<file path="src/rtl/uart_rx2.sv">
`timescale 1ns / 1ps
// uart_rx2: 8N1 UART receiver, LSB first, centre-sampled.
// Ports:
//   CLK       - system clock
//   RST_N     - asynchronous active-low reset
//   RX_DATA   - asynchronous serial line, idles high
//   RX_DV     - one-cycle strobe, RX_BYTE newly updated
//   RX_BYTE   - last good byte, held until the next good frame
//   FRAME_ERR - one-cycle strobe, stop bit sampled low
//   BUSY      - high while a frame is being received
module uart_rx2 #(
   parameter int unsigned F_CLK     = 50_000_000,
   parameter int unsigned UART_BAUD = 921600
) (
   input  logic       CLK,
   input  logic       RST_N,
   input  logic       RX_DATA,
   output logic       RX_DV,
   output logic [7:0] RX_BYTE,
   output logic       FRAME_ERR,
   output logic       BUSY
);

   localparam int unsigned CPB   = F_CLK / UART_BAUD;
   localparam int unsigned HALF  = CPB / 2;
   localparam int unsigned CNT_W = $clog2(CPB);

   generate
      if (CPB < 4) begin : g_cpb_check
         $error("uart_rx2: F_CLK/UART_BAUD must be at least 4");
      end
   endgenerate

   typedef enum logic [2:0] {
      WAIT_IDLE = 3'd0,
      IDLE      = 3'd1,
      START     = 3'd2,
      DATA      = 3'd3,
      STOP      = 3'd4
   } state_t;

   state_t             state;
   state_t             state_nxt;
   logic               sync_1;
   logic               rx_s;
   logic [CNT_W-1:0]   cnt;
   logic [CNT_W-1:0]   cnt_nxt;
   logic [2:0]         idx;
   logic [2:0]         idx_nxt;
   logic [7:0]         shreg;
   logic [7:0]         shreg_nxt;
   logic               dv_nxt;
   logic               ferr_nxt;
   logic [7:0]         byte_nxt;
   logic               busy_nxt;

   logic               cnt_half;
   logic               cnt_full;
   logic               sync_primed;

   assign cnt_half    = (cnt == CNT_W'(HALF - 1));
   assign cnt_full    = (cnt == CNT_W'(CPB - 1));
   // The synchroniser resets to 1, so its first two outputs after reset do
   // not reflect the line; WAIT_IDLE counts them off before trusting rx_s.
   assign sync_primed = (cnt == CNT_W'(2));

   // Two-flop synchroniser for the asynchronous line.
   always_ff @(posedge CLK or negedge RST_N) begin
      if (!RST_N) begin
         sync_1 <= 1'b1;
         rx_s   <= 1'b1;
      end else begin
         sync_1 <= RX_DATA;
         rx_s   <= sync_1;
      end
   end

   // State register.
   always_ff @(posedge CLK or negedge RST_N) begin
      if (!RST_N) state <= WAIT_IDLE;
      else        state <= state_nxt;
   end

   // Next-state logic.
   always_comb begin
      state_nxt = state;
      unique case (state)
         WAIT_IDLE: if (sync_primed && rx_s) state_nxt = IDLE;
         IDLE:      if (!rx_s) state_nxt = START;
         START:     if (cnt_half) state_nxt = rx_s ? IDLE : DATA;
         DATA:      if (cnt_full && (idx == 3'd7)) state_nxt = STOP;
         STOP:      if (cnt_full) state_nxt = rx_s ? IDLE : WAIT_IDLE;
         default:   state_nxt = WAIT_IDLE;
      endcase
   end

   // Datapath and output next values.
   always_comb begin
      cnt_nxt   = cnt;
      idx_nxt   = idx;
      shreg_nxt = shreg;
      dv_nxt    = 1'b0;
      ferr_nxt  = 1'b0;
      byte_nxt  = RX_BYTE;
      unique case (state)
         WAIT_IDLE: begin
            if (!sync_primed) cnt_nxt = cnt + CNT_W'(1);
         end
         IDLE: begin
            cnt_nxt = '0;
         end
         START: begin
            cnt_nxt = cnt + CNT_W'(1);
            if (cnt_half) begin
               cnt_nxt = '0;
               idx_nxt = '0;
            end
         end
         DATA: begin
            cnt_nxt = cnt + CNT_W'(1);
            if (cnt_full) begin
               cnt_nxt        = '0;
               shreg_nxt[idx] = rx_s;
               idx_nxt        = idx + 3'd1;
            end
         end
         STOP: begin
            cnt_nxt = cnt + CNT_W'(1);
            if (cnt_full) begin
               cnt_nxt = '0;
               if (rx_s) begin
                  dv_nxt   = 1'b1;
                  byte_nxt = shreg;
               end else begin
                  ferr_nxt = 1'b1;
               end
            end
         end
         default: begin
            cnt_nxt = '0;
         end
      endcase
      busy_nxt = (state_nxt == START) || (state_nxt == DATA) || (state_nxt == STOP);
   end

   // Datapath and registered outputs.
   always_ff @(posedge CLK or negedge RST_N) begin
      if (!RST_N) begin
         cnt       <= '0;
         idx       <= '0;
         shreg     <= '0;
         RX_DV     <= 1'b0;
         FRAME_ERR <= 1'b0;
         RX_BYTE   <= 8'h00;
         BUSY      <= 1'b0;
      end else begin
         cnt       <= cnt_nxt;
         idx       <= idx_nxt;
         shreg     <= shreg_nxt;
         RX_DV     <= dv_nxt;
         FRAME_ERR <= ferr_nxt;
         RX_BYTE   <= byte_nxt;
         BUSY      <= busy_nxt;
      end
   end

endmodule
</file>
<file path="config.mk">
export PLATFORM = sky130hd
export DESIGN_NAME = uart_rx2
export DESIGN_NICKNAME = d
export VERILOG_FILES = /design/src/rtl/uart_rx2.sv
export SDC_FILE = /design/constraint.sdc
export NUM_CORES = 1
export LEC_CHECK = 0
export ABC_CLOCK_PERIOD_IN_PS = 2700
export CAP_MARGIN = 20
export CORE_UTILIZATION = 47
export CTS_CLUSTER_SIZE = 20
export DETAILED_ROUTE_END_ITERATION = 10
export PLACE_DENSITY_LB_ADDON = 0.2
export SYNTH_ARGS = -nofsm -noshare
export SYNTH_HDL_FRONTEND = slang
export SYNTH_SLANG_ARGS = --single-unit
</file>
<file path="constraint.sdc">
create_clock -name CLK -period 2.7 [get_ports CLK]
set_clock_uncertainty 0.1 [all_clocks]
set_input_delay 0.54 -clock CLK [delete_from_list [all_inputs] [get_ports CLK]]
set_output_delay 0.54 -clock CLK [all_outputs]
set_load 0.03 [all_outputs]
</file>
# == Word level (Yosys, flattened, before mapping) ==
# Cells that the tools add are included.
# op_classes
addsub,2
n_lt_le_gt_ge,2
eq_ne,14
muxes,24
n_reduce_logical,11
# op_table
op,count
3-bit 2-to-1 mux,7
6-bit 2-to-1 mux,3
6-bit one-hot mux with 3 select lines,1
3-bit one-hot mux with 5 select lines,1
3-bit by 2-bit equality test with 1-bit output (second input constant),4
3-bit equality test (second input constant),3
8-bit bitwise mux,1
1-bit 2-to-1 mux,8
6-bit by 1-bit adder with 6-bit output (second input constant),1
6-bit by 2-bit equality test with 1-bit output (second input constant),1
6-bit by 5-bit equality test with 1-bit output (second input constant),1
6-bit equality test (second input constant),1
2-bit inequality test (second input constant),3
3-bit one-hot mux with 2 select lines,1
3-bit AND reduction,2
3-bit by 4-bit less-than comparator with 1-bit output (second input constant),1
3-bit by 1-bit adder with 3-bit output (second input constant),1
1-bit demux with 3-bit select,1
3-bit by 1-bit equality test with 1-bit output (second input constant),1
3-bit by 1-bit >= comparator with 1-bit output (second input constant),1
1-bit logical AND,3
3-bit zero test,1
1-bit logical OR,2
2-bit 2-to-1 mux,1
other kinds (3),3
# word_totals
regBits,33
in_bits,3
out_inout_bits,11
word_cells,63

# == Depth between registers and ports, before layout ==
# depth
depth_word,7
ltp_mapped,6
depth_no_buf,6

# == Worst setup path before layout ==
# OpenSTA, ideal clock, no wires.
# synth_timing
kind,reg2reg
startpoint,register cnt[1]
endpoint,register RX_BYTE[0]
setup_ns,0.125
t_arrival_ns,1.642
required_ns,2.475
slack_ns,0.833
path_stages_with_launch,6
n_path_buf,0
period_less_slack_ns,1.867
path_cell_list,dfrtp_1 inv_1 ha_1 nand4_4 nor4_4 mux2_2
# synth_via
elab_chain_len,2
# synth_rtl
item,line,source
"start, declared",46,logic [CNT_W-1:0] cnt;
"start signal, assigned",157,cnt <= cnt_nxt;
6-bit equality test,62,assign cnt_full = (cnt == CNT_W'(CPB - 1));
3-bit AND reduction (no line),-,
"end signal, assigned",162,RX_BYTE <= byte_nxt;
"end, declared",19,"output logic [7:0] RX_BYTE,"
# Every way passes these cells.
# A chain may end at the register's enable or synchronous reset.

# == Final worst setup path ==
# layout_timing
startpoint,register cnt[0]
endpoint,register cnt[0]
# layout_via
elab_chain_len,3
elab_cells_between_ends,9
classes_between,1 x add/sub; 4 x eq/ne; 4 x mux
# layout_rtl
item,line,source
6-bit by 1-bit adder with 6-bit output (tied with other cells),-,
6-bit 2-to-1 mux (on tied branches),-,
6-bit one-hot mux with 3 select lines,105,unique case (state)
# Several ways; a longest one is shown, not always the timed one. The select of a mux whose other input is x is not followed.

==> impl_metrics.toml <==
[power_and_ir_drop]
power_density_nw_per_um2 = 683.6
power.total_mw = 1.205
leakagePower_nw = 0.7687
irDropWorstVdd_uv = 427.8

[synthesis]
synth_cells = 121
ys_ff_latch = 33
yosys-top-cells-area = "dfrtp_1 (50%), mux2_2 (12%), ha_1 (4.1%), dfstp_2 (3.4%), nor4_4 (2.8%)"
synth_cell_type_count = 39
netlist_area_sq_um = 1541
synth_largest_area_cell = "dfrtp_1"
yosysWarnings = 0
synth_flop_cell = "dfrtp_1"
synth_edf_count = 0
seq_area_frac_synth = 0.5373
syn_nets = 129
netlist.area_leader.share = 0.5032
avgSynthCellArea_sq_um = 12.74
synthArstFlopShare = 1.000

[cells_and_area]
diodes = 0
multi_input_area_sq_um = 678.2
area_growth_pct = 14.37
fin_nets = 147
fillers = 275
seqCellArea_sq_um = 828.3
finalNonFillerCells = 184
drive_above_1_share = 0.2214

[route]
postRouteWirelength_mm = 2.554
drc = 0
vias_per_cell = 5.538
dr.pass1.iters = 4
antenna_left = 0
via_count = 1019
drt-wirelength-per-cell_um = 13.88
drt-initial-drc-count = 17

[placed_design]
io_buffer_count = 13
dpl.hpwl_mm = 1.830
dp_slack_ns = 0.5968
finalWeightedCongestion = 0.8956
dp.cells = 176

[critical_path]
r2r_slack_ns = 0.60
cpPeakStageDelay_ns = 0.42
rr_endpoint = "cnt[0]"
path_depth = 6
worstSetupStartpointType = "register"
cp-startpoint = "cnt[0]"
worstPathMaxFanout = 6
worstRegToRegCells = 6
r2r_start = "cnt[0]"
crit_path_end_kind = "register"
cp_top_family = "simple AND/OR/NAND/NOR gates"
cp_cell_sequence = "inv_1 > ha_1 > or3b_1 > nor4_2 > or4_1 > a31oi_1"
critPathSlowestCell = "dfrtp_1"
required_ns = 2.82
critPathBufInv = 1
worst_ep_arrival_time_ns = 2.22
worstSetupPathType = "reg2reg"

[global_route]
grt_pass1_vias = 986
gr-usage-all-layers = 0.1781
antenna_found_initial = 0
grt_pass1_wl_mm = 4.471
grt_max_degree = 34
grt-ovfl-total = 0

[clock_tree]
root_buffer = "clkbuf_4"
post_cts_buffers = 0
numCtsBuffers = 5
cts_hold_buffers = 0
clock_latency_ns = 0.33
ctsResizeCount = 0
cts.path.max_buffers = 2
cts_tree = "built"
path_clk_slew_ns = 0.09
cts.sinks = 33
htree_levels = 2

[sta]
drv_slew = 0
worst_slew_margin_rel = 0.5905
final-hold-violation-count = 0
fin_ws_ns = 0.5958
fin_crit_sh = 0.7793
rsz0062_at_grt = "no"
setup_tns_ns = 0
min_period_ns = 2.104
hold_slack_ns = 0.2590
tightest_slew_ns = 0.6097
max_freq_mhz = 475.2
setup_viol = 0

[worst_hold_path]
min_from = "sync_1"
whs_endpoint = "rx_s"
holdPathStages = 0
hold_path.class = "reg2reg"

[floorplan]
ioPinCount = 14
dieArea_sq_um = 3513
rows = 20
die_w_um = 59.27
die_y_um = 59.27
initial_core_util = 0.5008
fp.coreArea_sq_um = 3078

[job]
cap_violations = 0

[outcome]
status = "completed"
## cell usage in the layout (no fill, tap or decap), types with 2 or more instances in the layout
| cell type | synthesis | routed |
|---|---|---|
| nand2b_1 | 2 | 2 |
| dfrtp_1 | 31 | 31 |
| a22o_1 | 2 | 2 |
| inv_1 | 4 | 4 |
| xor2_1 | 2 | 2 |
| nor2_1 | 5 | 5 |
| mux2_2 | 16 | 16 |
| nor4_4 | 2 | 2 |
| clkdlybuf4s50_1 | 0 | 13 |
| ha_1 | 5 | 5 |
| xnor2_1 | 2 | 2 |
| clkbuf_1 | 1 | 3 |
| nand3b_1 | 2 | 2 |
| clkbuf_4 | 0 | 5 |
| o211ai_1 | 2 | 2 |
| a21oi_1 | 7 | 7 |
| nand2_1 | 6 | 6 |
| nand3_1 | 5 | 5 |
| dfstp_2 | 2 | 2 |
| nand4b_1 | 2 | 2 |
| a31oi_1 | 2 | 2 |
| a21o_1 | 2 | 2 |
## synthesized netlist by cell type (4+ instances only)
master and instances:
a21oi_1 7, dfrtp_1 31, ha_1 5, inv_1 4, mux2_2 16, nand2_1 6
nand3_1 5, nor2_1 5
## how the worst max path moves through the flow
| stage | end | slack (ns) |
|---|---|---|
| finish | cnt[0] | 0.60 |
| global route | RX_BYTE[0] | 0.36 |
| CTS | RX_BYTE[0] | 0.58 |
| detailed placement | RX_BYTE[3] | 0.60 |
| global placement | RX_BYTE[1] | 0.63 |
| floorplan | RX_BYTE[0] | 0.83 |
## per-stage QoR
stage	instance area, sq um	util
after floorplan	1541	-
final	1763	0.5728
after detailed placement	1714	0.5569
after global placement	1714	0.5569
after global routing	1763	0.5728
after CTS	1763	0.5728
## per-layer routing
| layer | part of all wire | routed length (um) | global-route usage |
|---|---|---|---|
| met5 | 0 | 0 | 0 |
| met4 | 0.026 | 67 | 0.1190 |
| met3 | 0.035 | 89 | 0.04585 |
| met2 | 0.47 | 1196 | 0.2777 |
| met1 | 0.47 | 1200 | 0.2163 |
## power by group
part / internal (mW) / switching (mW)
sequential: 0.564 / 0.122
combinational: 0.125 / 0.141
clock: 0.104 / 0.150
total: 0.792 / 0.413
## sequential cells by signal (all words and copies together) (netlist names)
register   cells
BUSY           1
FRAME_ERR      1
RX_BYTE        8
RX_DV          1
cnt            6
idx            3
rx_s           1
shreg          8
state          3
sync_1         1
## cell type report
cell class | count | area share
sequential | 33 | 0.4698
multi-input combinational | 81 | 0.3847
timing repair buffer | 14 | 0.07807
tap | 44 | 0.03123
clock buffer | 8 | 0.02768
inverter | 4 | 0.008517
## cells by family (layout without fill, tap and decap cells)
family | count (synthesis) | in the layout | share of synthesized area
and+or+nand+nor | 35 | 35 | 0.1656
DFF | 33 | 33 | 0.5373
AOI/OAI and AO/OA | 21 | 21 | 0.09415
muxes | 16 | 16 | 0.1169
buffers and inverters | 7 | 26 | 0.02272
adders and majority gates | 5 | 5 | 0.04058
xor gates and xnor gates | 4 | 4 | 0.02273
Power figures use the tool's default switching activity.
